**src/rtl/game_pkg.sv**
```systemverilog
// Shared types and constants for the game-level controller.
// The card count fixes the widths of the hidden mask and the pairs count.
package game_pkg;

  typedef enum logic [1:0] {
    StIdle = 2'd0,
    StPlay = 2'd1,
    StWin  = 2'd2,
    StLose = 2'd3
  } game_state_t;

  localparam int unsigned NUM_CARDS    = 36;
  localparam int unsigned MATCH_POINTS = 10;
  localparam int unsigned MISS_PENALTY = 5;

  function automatic logic [5:0] popcount36(input logic [NUM_CARDS-1:0] v);
    logic [5:0] c;
    c = '0;
    for (int i = 0; i < NUM_CARDS; i++) begin
      c = c + 6'(v[i]);
    end
    return c;
  endfunction

endpackage

```
**src/rtl/bcd_score.sv**
```systemverilog
// Three-digit BCD score accumulator.
// Adding saturates at 999, subtracting floors at 000, and clear has the highest priority.
module bcd_score
  import game_pkg::*;
(
  input  logic        clk,
  input  logic        rst,
  input  logic        add,
  input  logic        sub,
  input  logic        clr,
  output logic [11:0] score_bcd
);

  localparam logic [3:0] Pen      = 4'(MISS_PENALTY);
  localparam logic [3:0] PenBorrow = 4'(10 - MISS_PENALTY);

  logic [11:0] score_q, score_d;
  logic [3:0]  d2, d1, d0;

  assign d2 = score_q[11:8];
  assign d1 = score_q[7:4];
  assign d0 = score_q[3:0];

  always_comb begin
    score_d = score_q;
    if (clr) begin
      score_d = 12'h000;
    end else if (add) begin
      // Points land in the tens digit, so 990..999 all saturate.
      if (d2 == 4'd9 && d1 == 4'd9) begin
        score_d = 12'h999;
      end else if (d1 == 4'd9) begin
        score_d = {d2 + 4'd1, 4'd0, d0};
      end else begin
        score_d = {d2, d1 + 4'd1, d0};
      end
    end else if (sub) begin
      if (d2 == 4'd0 && d1 == 4'd0 && d0 < Pen) begin
        score_d = 12'h000;
      end else if (d0 >= Pen) begin
        score_d = {d2, d1, d0 - Pen};
      end else if (d1 == 4'd0) begin
        score_d = {d2 - 4'd1, 4'd9, d0 + PenBorrow};
      end else begin
        score_d = {d2, d1 - 4'd1, d0 + PenBorrow};
      end
    end
  end

  always_ff @(posedge clk or negedge rst) begin
    if (!rst) begin
      score_q <= 12'h000;
    end else begin
      score_q <= score_d;
    end
  end

  assign score_bcd = score_q;

endmodule

```
**src/rtl/game_status.sv**
```systemverilog
// Game sequencer: idle/play/win/lose FSM, per-second countdown and score/pairs reporting.
// All outputs come from registers, so nothing passes combinationally from an input.
module game_status
  import game_pkg::*;
#(
  parameter int unsigned TIME_LIMIT_S = 99,
  parameter int unsigned TICKS_PER_S  = 100
) (
  input  logic                 clk,
  input  logic                 rst,
  input  logic                 start,
  input  logic                 ms,
  input  logic                 mf,
  input  logic [NUM_CARDS-1:0] hidden_bus,
  output logic [1:0]           state,
  output logic                 play_en,
  output logic [7:0]           time_bcd,
  output logic [11:0]          score_bcd,
  output logic [4:0]           pairs_left
);

  localparam int unsigned TickW = (TICKS_PER_S > 1) ? $clog2(TICKS_PER_S) : 1;
  localparam logic [TickW-1:0] TickMax = TickW'(TICKS_PER_S - 1);
  localparam logic [7:0] TimeInit = {4'(TIME_LIMIT_S / 10), 4'(TIME_LIMIT_S % 10)};
  localparam logic [4:0] PairsInit = 5'(NUM_CARDS / 2);

  game_state_t      state_q, state_d;
  logic             start_q, start_re;
  logic             all_hidden_q;
  logic [4:0]       pairs_q, pairs_d;
  logic [TickW-1:0] tick_q, tick_d;
  logic [7:0]       time_q, time_d;
  logic             wrap, in_play, in_end;
  logic             score_add, score_sub, score_clr;

  assign start_re = start & ~start_q;
  assign wrap     = (tick_q == TickMax);
  assign in_play  = (state_q == StPlay);
  assign in_end   = (state_q == StWin) || (state_q == StLose);

  always_ff @(posedge clk or negedge rst) begin
    if (!rst) begin
      state_q <= StIdle;
    end else begin
      state_q <= state_d;
    end
  end

  always_comb begin
    state_d = state_q;
    unique case (state_q)
      StIdle: if (start_re) state_d = StPlay;
      StPlay: begin
        // Win is checked first so a completed board beats the final timeout.
        if (all_hidden_q) begin
          state_d = StWin;
        end else if (wrap && time_q == 8'h01) begin
          state_d = StLose;
        end
      end
      StWin, StLose: if (start_re) state_d = StIdle;
      default: state_d = StIdle;
    endcase
  end

  always_comb begin
    state   = state_q;
    play_en = in_play;
  end

  always_comb begin
    tick_d = tick_q;
    time_d = time_q;
    if (state_q == StIdle || (in_end && start_re)) begin
      tick_d = '0;
      time_d = TimeInit;
    end else if (in_play && state_d == StPlay) begin
      tick_d = wrap ? '0 : tick_q + TickW'(1);
      if (wrap) begin
        time_d = (time_q[3:0] == 4'd0) ? {time_q[7:4] - 4'd1, 4'd9}
                                       : {time_q[7:4], time_q[3:0] - 4'd1};
      end
    end
  end

  assign pairs_d = 5'((NUM_CARDS - 32'(popcount36(hidden_bus))) >> 1);

  always_ff @(posedge clk or negedge rst) begin
    if (!rst) begin
      start_q      <= 1'b1;
      all_hidden_q <= 1'b0;
      pairs_q      <= PairsInit;
      tick_q       <= '0;
      time_q       <= TimeInit;
    end else begin
      start_q      <= start;
      all_hidden_q <= &hidden_bus;
      pairs_q      <= pairs_d;
      tick_q       <= tick_d;
      time_q       <= time_d;
    end
  end

  assign score_add = in_play & ms;
  assign score_sub = in_play & mf & ~ms;
  assign score_clr = (state_q == StIdle) | (in_end & start_re);

  bcd_score u_score (
    .clk       (clk),
    .rst       (rst),
    .add       (score_add),
    .sub       (score_sub),
    .clr       (score_clr),
    .score_bcd (score_bcd)
  );

  assign time_bcd   = time_q;
  assign pairs_left = pairs_q;

endmodule

```
**config.mk**
```make
export PLATFORM = sky130hd
export DESIGN_NAME = game_status
export DESIGN_NICKNAME = d
export VERILOG_FILES = /design/src/rtl/game_pkg.sv /design/src/rtl/bcd_score.sv /design/src/rtl/game_status.sv
export SDC_FILE = /design/constraint.sdc
export NUM_CORES = 1
export LEC_CHECK = 0
export ABC_AREA = 1
export BUFFER_PORTS_ARGS = -buffer_cell sky130_fd_sc_hd__buf_2
export CORE_MARGIN = 10
export CORE_UTILIZATION = 55
export CTS_CLUSTER_SIZE = 20
export DETAILED_ROUTE_END_ITERATION = 8
export GPL_TIMING_DRIVEN = 1
export PLACE_DENSITY_LB_ADDON = 0.2
export SETUP_SLACK_MARGIN = 0.05
export SYNTH_ARGS = -nofsm -noshare
export SYNTH_HDL_FRONTEND = slang
export SYNTH_SLANG_ARGS = --single-unit
```
**constraint.sdc**
```tcl
create_clock -name clk -period 2 [get_ports clk]
set_input_delay 0 -clock clk [delete_from_list [all_inputs] [get_ports clk]]
set_output_delay 0 -clock clk [all_outputs]
set_load 0.02 [all_outputs]
```
# Word-level counts from Yosys, hierarchy flattened
# Cells that the tools add are included.
# classes
n_addsub	45
n_lt_le_gt_ge	2
n_eq_ne	11
mux	20
bitwise_logic	8
n_reduce_logical	24
# ops
cell	count
6-bit by 1-bit adder with 6-bit output	30
12-bit two-way mux	8
36-bit AND reduction	1
8-bit two-way mux	4
7-bit two-way mux	3
4-bit by 1-bit subtractor with 4-bit output (second input constant)	4
4-bit zero test	3
4-bit by 1-bit adder with 4-bit output (second input constant)	2
4-bit == test (second input constant)	2
8-bit by 1-bit == test with 1-bit output (second input constant)	1
2-bit two-way mux	4
7-bit by 1-bit adder with 7-bit output (second input constant)	1
7-bit == test (second input constant)	1
5-bit by 1-bit adder with 6-bit output	1
1-bit logical AND	6
2-bit case mux with 3 select lines	1
2-bit AND reduction	3
2-bit nonzero test	3
6-bit subtractor (first input constant)	1
4-bit by 1-bit adder with 5-bit output	1
1-bit AND	5
3-bit by 1-bit adder with 4-bit output	1
4-bit by 3-bit adder with 4-bit output (second input constant)	1
2-bit by 1-bit == test with 1-bit output (second input constant)	2
18 further kinds	21
# totals
register_bits	36
input_bits	41
out_inout_bits	28

# Longest topological paths before layout
# Gate-level depths: netlist (run 1).
# depth
word_depth	36
mapped_depth	21

# Cells and area by module
# A second synthesis (run 1) with hierarchy kept.
# unflattened
hier_cells	519
hier_area_um2	3965.1
# modules_own_cells
mod	n_inst	cells_per_inst	area_per_inst_um2	seq_area_each_um2
game_status	1	337	2773.9	609.3
bcd_score	1	182	1191.1	300.3

# Worst setup path before layout (run 1)
# OpenSTA, ideal clock, no wires.
# synth_path
path_kind	input to register
start	input port hidden_bus[1]
end	register pairs_q[3], in the netlist pairs_left[3]
setup_time_ps	114
t_arrival_ps	4406
required_ps	1886
slack_ps	-2520
path_stages	17
n_path_buf	0
path_cell_list	inv_1 > fa_1 > inv_1 > ha_1 > fa_1 > fa_1 > inv_1 > fa_1 > fa_1 > inv_1 > fa_1 > fa_1 > inv_1 > ha_1 > inv_1 > fa_1 > inv_1
# synth_between
elab_chain_len	36
# synth_lines
element	line_no	rtl
start: declaration	game_status.sv:14	input logic [NUM_CARDS-1:0] hidden_bus,
1-bit by 1-bit adder with 2-bit output	game_pkg.sv:20	c = c + 6'(v[i]);
2-bit by 1-bit adder with 3-bit output	game_pkg.sv:20	
3-bit by 1-bit adder with 4-bit output	game_pkg.sv:20	
4-bit by 1-bit adder with 5-bit output	game_pkg.sv:20	
5-bit by 1-bit adder with 6-bit output	game_pkg.sv:20	
6-bit by 1-bit adder with 6-bit output (30 in a row)	game_pkg.sv:20	
6-bit subtractor	game_status.sv:86	assign pairs_d = 5'((NUM_CARDS - 32'(popcount36(hidden_bus))) >> 1);
via pairs_d[3]	game_status.sv:30	logic [4:0] pairs_q, pairs_d;
end signal: assignment	game_status.sv:92	pairs_q <= PairsInit;
end signal: assignment	game_status.sv:98	pairs_q <= pairs_d;
end: declaration	game_status.sv:30	
# The timed path passes the listed nets, and every way through them passes these cells.
# A chain may end at the register's enable or synchronous reset.

# Worst setup path after layout (run 1)
# layout_path
start	input port hidden_bus[7]
end	register pairs_q[3], in the netlist pairs_left[3]
# layout_between
elab_chain_len	30
# layout_lines
element	line_no
6-bit by 1-bit adder with 6-bit output (29 in a row)	game_pkg.sv:20
6-bit subtractor	game_status.sv:86
via pairs_d[3]	game_status.sv:30
# The timed path passes the listed nets, and every way through them passes these cells.

==> flow_metrics.py, run 1 <==
metrics = {
    "status": {
        "status": "complete, but fails checks",
        "violations": "setup timing",
    },
    "pwr": {
        "leakagePower_nw": 2.50,
        "power_frac_comb_pct": 70.7,
        "power.total_mw": 6.77,
        "pwr-share-seq_pct": 21.0,
        "clockPowerShare_pct": 8.3,
        "p_per_area_nw_per_um2": 1480,
        "intPower_mw": 3.40,
        "ir_drop_v": 0.000845,
        "swShare_pct": 49.7,
        "p_switching_mw": 3.36,
    },
    "sta": {
        "final.setup.tns_ns": -8.48,
        "setup_viol": 5,
        "final_max_slew_viol_count": 0,
        "finalHoldViolations": 0,
        "worst_slew_pin_slew_ns": 0.805,
        "slew-limit-headroom_pct": 46.4,
        "period_minus_slack_ns": 4.13,
        "setup_slack_ns": -2.13,
        "min_period_over_period_pct": 206,
        "fmax_ghz": 0.242,
        "rsz0062_at_grt": "true",
        "clock_skew_ns": 0.00764,
    },
    "setup_path": {
        "crit_path_frequent_cell": "fa_1",
        "cp_cell_sequence": "buf_2, fa_1, ha_4, fa_1, fa_2, inv_2, fa_2, inv_2, fa_1, inv_2, fa_1, inv_2, fa_1, inv_1, ha_1, inv_1, fa_1, inv_1",
        "cp-end-kind": "register",
        "crit_family": "adder cells",
        "rr_endpoint": "u_score.score_bcd[10]",
        "path_max_fanout": 2,
        "worstSetupStartpointType": "input port",
        "rr_worst_depth": 10,
        "critPathMaxStageDelay_ns": 0.54,
        "rr_startpoint": "u_score.score_bcd[5]",
        "arrival_ns": 4.36,
        "cp_num_buf_inv": 8,
        "crit_slowest_cell": "fa_1",
        "r2r_slack_ns": 0.19,
        "cp.required_ns": 2.24,
        "path_class": "in -> reg",
    },
    "clock_tree": {
        "cts-root-buf": "clkbuf_8",
        "worst_skew_pair.late_latency_ns": 0.29,
        "numCtsBuffers": 5,
        "cts_sinks": 36,
        "cts_tree": "done",
        "cts_max_level": 2,
        "clk_path_buf_depth": 2,
        "clk_pin_slew_ns": 0.08,
    },
    "layout": {
        "final_common_cell": "nand2_1",
        "drive_gt1_share_pct": 32.9,
        "postLayoutCellArea_um2": 4560,
        "finish.utilization_pct": 67.5,
        "final_cell_mix": "nand2_1, inv_1, buf_2",
        "nets": 666,
        "diodes": 0,
        "area_growth_syn_to_layout_pct": 20.6,
    },
    "routing": {
        "wl_per_cell_um": 13.4,
        "vias_per_cell": 5.05,
        "drc_errors": 0,
        "drt_first_pass_iters": 4,
        "drt_iter0_markers": 137,
        "dr_total_vias": 3197,
        "drtAntennaViolNets": 0,
        "wirelength_um": 8500,
    },
    "logic_synthesis": {
        "ys.flop_type": "dfrtp_1",
        "syn_nets": 568,
        "synth_area_per_cell_um2": 8.33,
        "yosysWarnings": 0,
        "ys_types": 36,
        "async_reset_ff_share_pct": 100,
        "synthesis.area_um2": 3780,
        "synth_top_area_share_pct": 19.2,
        "synth_top_cells_by_area": "dfrtp_1, fa_1, ha_1",
        "synth-seq-area-share_pct": 24.0,
        "synth_top_area_cell": "dfrtp_1",
        "synth_cells": 454,
        "synth_edf_count": 0,
        "ys_ff_latch": 36,
    },
    "grt": {
        "grt_pass1_wl_um": 14700,
        "grt_max_degree": 37,
        "antenna_found_initial": 0,
        "gr-usage-all-layers_pct": 17.0,
        "grt_overflow": 0,
        "grt_pass1_vias": 3335,
    },
    "flow_run": {
        "drv_cap": 0,
    },
    "worst_hold_path": {
        "worst_hold_path_type": "in -> reg",
        "hp-start": "hidden_bus[32]",
        "min_path_cells": 3,
        "min_delay_worst_endpoint": "all_hidden_q",
    },
    "place": {
        "place.detailed.hpwl_um": 7160,
        "dp_slack_ns": -2.54,
        "place_area_um2": 4360,
        "routabilityCongestion": 0.917,
        "port_buffers": 68,
    },
    "floorplanning": {
        "start_util_pct": 56.0,
        "core_area_um2": 6760,
        "core.rowCount": 30,
        "die_width_um": 103,
        "ios": 69,
        "die_y_um": 103,
        "dieArea_um2": 10600,
    },
}
Yosys cell counts, drive strengths merged (2+ instances only):
master    n
or2       2
xnor2     4
nand3    31
nor2     28
nor3      7
fa       30
xor2      8
o21ai    26
dfstp     7
inv     103
a21oi     9
ha       43
nand2   104
buf       4
clkinv    2
nand4    11
dfrtp    29
worst reg2reg max path: stages, from the launching register on:
cell	delay (ns)
dfrtp_1	0.40
inv_1	0.10
ha_1	0.17
inv_1	0.10
nor3_4	0.32
buf_4	0.19
nand3_2	0.12
nand3_1	0.13
o31ai_1	0.07
nand2_1	0.07
nand2_1	0.05
kinds of logic (layout without fill, tap and decap cells):
logic type | count (synthesis) | count (layout) | synth area share [%]
and+or+nand+nor | 184 | 184 | 24.9
adders and majority gates | 73 | 73 | 30.1
DFF | 36 | 36 | 24.0
buffers and inverters | 109 | 208 | 11.9
AOI/OAI and AO/OA | 40 | 40 | 6.25
xor gates and xnor gates | 12 | 12 | 2.78
worst max-delay path by stage:
stage / start / end / depth (start not counted)
6_report: hidden_bus[7] / pairs_left[3] / 18
3_5_place_dp: hidden_bus[1] / pairs_left[3] / 20
2_1_floorplan: hidden_bus[1] / pairs_left[3] / 19
4_1_cts: hidden_bus[1] / pairs_left[3] / 20
3_3_place_gp: hidden_bus[1] / pairs_left[3] / 20
5_1_grt: hidden_bus[1] / pairs_left[3] / 20
power groups by stage:
stage	logic, mW	clock network, mW	registers [mW]
floorplan	3.05	0	1.66
global placement	4.35	0	1.42
detailed placement	4.54	0	1.43
CTS	4.79	0.563	1.42
global route	5.50	0.610	1.47
finish	4.78	0.564	1.42
flip-flops by register name, indices dropped and copies added (netlist names):
| signal | count |
|---|---|
| u_score.score_bcd | 12 |
| state | 2 |
| tick_q | 7 |
| start_q | 1 |
| all_hidden_q | 1 |
| pairs_left | 5 |
| time_bcd | 8 |
per-layer routing:
layer	vias to the layer above	global-route usage (%)	wire length, um
li1	1602	-	-
met1	1513	20.5	3670
met2	71	30.5	4370
met3	11	2.61	331
met4	0	4.92	125
met5	-	0	0
layout make-up:
cell class	instances	area, um2
Timing Repair Buffer	95	567
Inverter	105	409
Sequential cell	36	910
Clock inverter	2	13.8
Tap cell	80	100
Clock buffer	6	82.6
Multi-Input combinational cell	309	2480
Fill cell	589	2190
through the flow:
stage | instances | hold slack (ns)
2_1_floorplan | 454 | -0.296
3_3_place_gp | 619 | 0.137
3_5_place_dp | 619 | 0.140
4_1_cts | 630 | 0.00231
5_1_grt | 633 | 0.0137
6_report | 633 | 0.00534
repair_timing:
| item | 4_1_cts | 5_1_grt |
|---|---|---|
| endpoints found under the setup margin | 5 | 10 |
| hold buffers | 3 | 0 |
| setup buffers | 0 | 3 |
| resized for setup | 10 | 5 |
| pin swaps | 3 | 3 |
| hold endpoints to repair | 31 | 0 |
Note: power is estimated with default switching activity, not from simulation.
==> run 2, diff against run 1 <==
--- a/config.mk
+++ b/config.mk
@@ -14,6 +14,7 @@
 export GPL_TIMING_DRIVEN = 1
 export PLACE_DENSITY_LB_ADDON = 0.2
 export SETUP_SLACK_MARGIN = 0.05
+export SKIP_CTS_REPAIR_TIMING = 1
 export SYNTH_ARGS = -nofsm -noshare
 export SYNTH_HDL_FRONTEND = slang
 export SYNTH_SLANG_ARGS = --single-unit
==> run 2 against run 1 <==
Compared with the run above: the run still ends with setup timing left; clock skew is 0.00077 ns lower; count of clock-buffer cells in the layout stayed put; final cell count is 0.16% lower; utilization is 0.15 points higher; non-clock buffer count is 1 lower; combinational power is 8.4% higher; clock power hardly changed; critical path type unchanged; register-to-register slack hardly changed.
==> flow_metrics.py, run 2 (synthesis gave the netlist of run 1 again) <==
metrics = {
    "layout": {
        "nets": 665,
        "area_growth_syn_to_layout_pct": 20.9,
        "final_common_cell": "nand2_1",
        "largest_reg_flops": 12,
        "drive_gt1_share_pct": 33.7,
        "final_cell_mix": "nand2_1, inv_1, buf_2",
        "diodes": 0,
    },
    "grt": {
        "grt_overflow": 0,
        "grt_max_degree": 37,
        "gr-usage-all-layers_pct": 16.7,
        "grt_pass1_vias": 3291,
        "antenna_found_initial": 0,
        "grt_pass1_wl_um": 14500,
    },
    "sta": {
        "fmax_ghz": 0.240,
        "rsz0062_at_grt": "true",
        "min_period_over_period_pct": 208,
        "setup_slack_ns": -2.16,
        "setup_viol": 5,
        "slew-limit-headroom_pct": 46.4,
        "hold_ws_ns": 0.00419,
        "final_max_slew_viol_count": 0,
        "finalHoldViolations": 0,
        "clock_skew_ns": 0.00686,
        "worst_slew_pin_slew_ns": 0.804,
        "period_minus_slack_ns": 4.16,
    },
    "setup_path": {
        "cp.required_ns": 2.19,
        "arrival_ns": 4.36,
        "startpoint": "hidden_bus[7]",
        "r2r_slack_ns": 0.18,
        "path_depth": 16,
        "cp_cell_sequence": "buf_2, fa_1, ha_4, fa_1, fa_2, inv_2, fa_2, fa_2, inv_2, fa_2, fa_1, inv_2, ha_4, inv_2, fa_2, inv_2",
        "crit_family": "adder cells",
        "critPathMaxStageDelay_ns": 0.54,
        "rr_worst_depth": 10,
        "worstSetupStartpointType": "input port",
        "rr_endpoint": "u_score.score_bcd[11]",
        "cp-end-kind": "register",
        "cp_num_buf_inv": 6,
        "crit_path_end": "pairs_left[3]",
        "path_max_fanout": 2,
        "path_class": "in -> reg",
        "rr_startpoint": "u_score.score_bcd[5]",
        "crit_slowest_cell": "fa_2",
    },
    "place": {
        "routabilityCongestion": 0.917,
        "place.detailed.hpwl_um": 7160,
        "dp_slack_ns": -2.54,
        "port_buffers": 68,
    },
    "worst_hold_path": {
        "min_path_cells": 3,
        "worst_hold_path_type": "in -> reg",
    },
    "routing": {
        "drtAntennaViolNets": 0,
        "drt_first_pass_iters": 5,
        "wl_per_cell_um": 13.4,
        "dr_total_vias": 3205,
        "wirelength_um": 8470,
        "drc_errors": 0,
        "drt_iter0_markers": 122,
        "vias_per_cell": 5.07,
    },
    "floorplanning": {
        "die_width_um": 103,
        "ios": 69,
        "core.rowCount": 30,
        "start_util_pct": 56.0,
        "dieArea_um2": 10600,
        "die_y_um": 103,
        "core_area_um2": 6760,
    },
    "clock_tree": {
        "cts_max_level": 2,
        "clk_pin_slew_ns": 0.08,
        "cts-root-buf": "clkbuf_8",
        "numCtsBuffers": 5,
        "worst_skew_pair.late_latency_ns": 0.29,
        "cts_sinks": 36,
        "clk_path_buf_depth": 2,
        "cts_tree": "done",
    },
    "status": {
        "status": "complete, but fails checks",
        "violations": "setup timing",
    },
    "pwr": {
        "p_per_area_nw_per_um2": 1570,
        "leakagePower_nw": 2.50,
        "ir_drop_v": 0.000924,
    },
    "flow_run": {
        "drv_cap": 0,
    },
}
run 2: through the flow:
| stage | util (%) | setup TNS, ns | power [mW] | area (um2) | std cells |
|---|---|---|---|---|---|
| after floorplan | - | -8.95 | 4.71 | 3810 | 454 |
| after global placement | 64.5 | -10.26 | 5.77 | 4360 | 619 |
| after detailed placement | 64.5 | -10.53 | 5.97 | 4360 | 619 |
| after CTS | 65.9 | -8.99 | 6.53 | 4450 | 627 |
| after global routing | 67.7 | -9.01 | 8.00 | 4570 | 632 |
| final | 67.7 | -8.46 | 7.16 | 4570 | 632 |
run 2: final cells by class:
| class | instances | area, um2 |
|---|---|---|
| Fill cell | 587 | 2180 |
| Inverter | 105 | 409 |
| Clock buffer | 6 | 82.6 |
| Clock inverter | 2 | 13.8 |
| Multi-Input combinational cell | 309 | 2500 |
| Sequential cell | 36 | 910 |
| Timing Repair Buffer | 94 | 557 |
| Tap cell | 80 | 100 |
run 2: worst min path at each step:
| stage | start | endpoint | slack (ns) |
|---|---|---|---|
| 3_3_place_gp | rst | u_score.score_bcd[6] | 0.14 |
| 3_5_place_dp | rst | u_score.score_bcd[7] | 0.14 |
| 2_1_floorplan | rst | all_hidden_q | -0.30 |
| 6_report | hidden_bus[31] | all_hidden_q | 0.004 |
| 5_1_grt | hidden_bus[31] | all_hidden_q | 0.006 |
| 4_1_cts | rst | u_score.score_bcd[1] | -0.17 |
run 2: metal layers:
layer / track usage [%] / vias up / part of all wire, %
li1: - / 1599 / -
met1: 20.4 / 1511 / 43
met2: 29.4 / 84 / 51
met3: 2.68 / 11 / 4.5
met4: 4.92 / 0 / 1.5
met5: 0 / - / 0
run 2: where the power goes:
group / switching (mW) / leakage [nW] / internal, mW
Clock: 0.279 / 0.0516 / 0.282
Sequential: 0.292 / 0.434 / 1.13
Combinational: 2.97 / 2.01 / 2.21
Total: 3.54 / 2.50 / 3.62
run 2: worst register-to-register path, delay by kind of cell, from the launching register on:
family                     cells  cell delay [ns]
DFF                            1             0.40
AOI/OAI and AO/OA              1             0.07
adders and majority gates      1             0.18
buffers and inverters          3             0.39
and+or+nand+nor                5             0.68
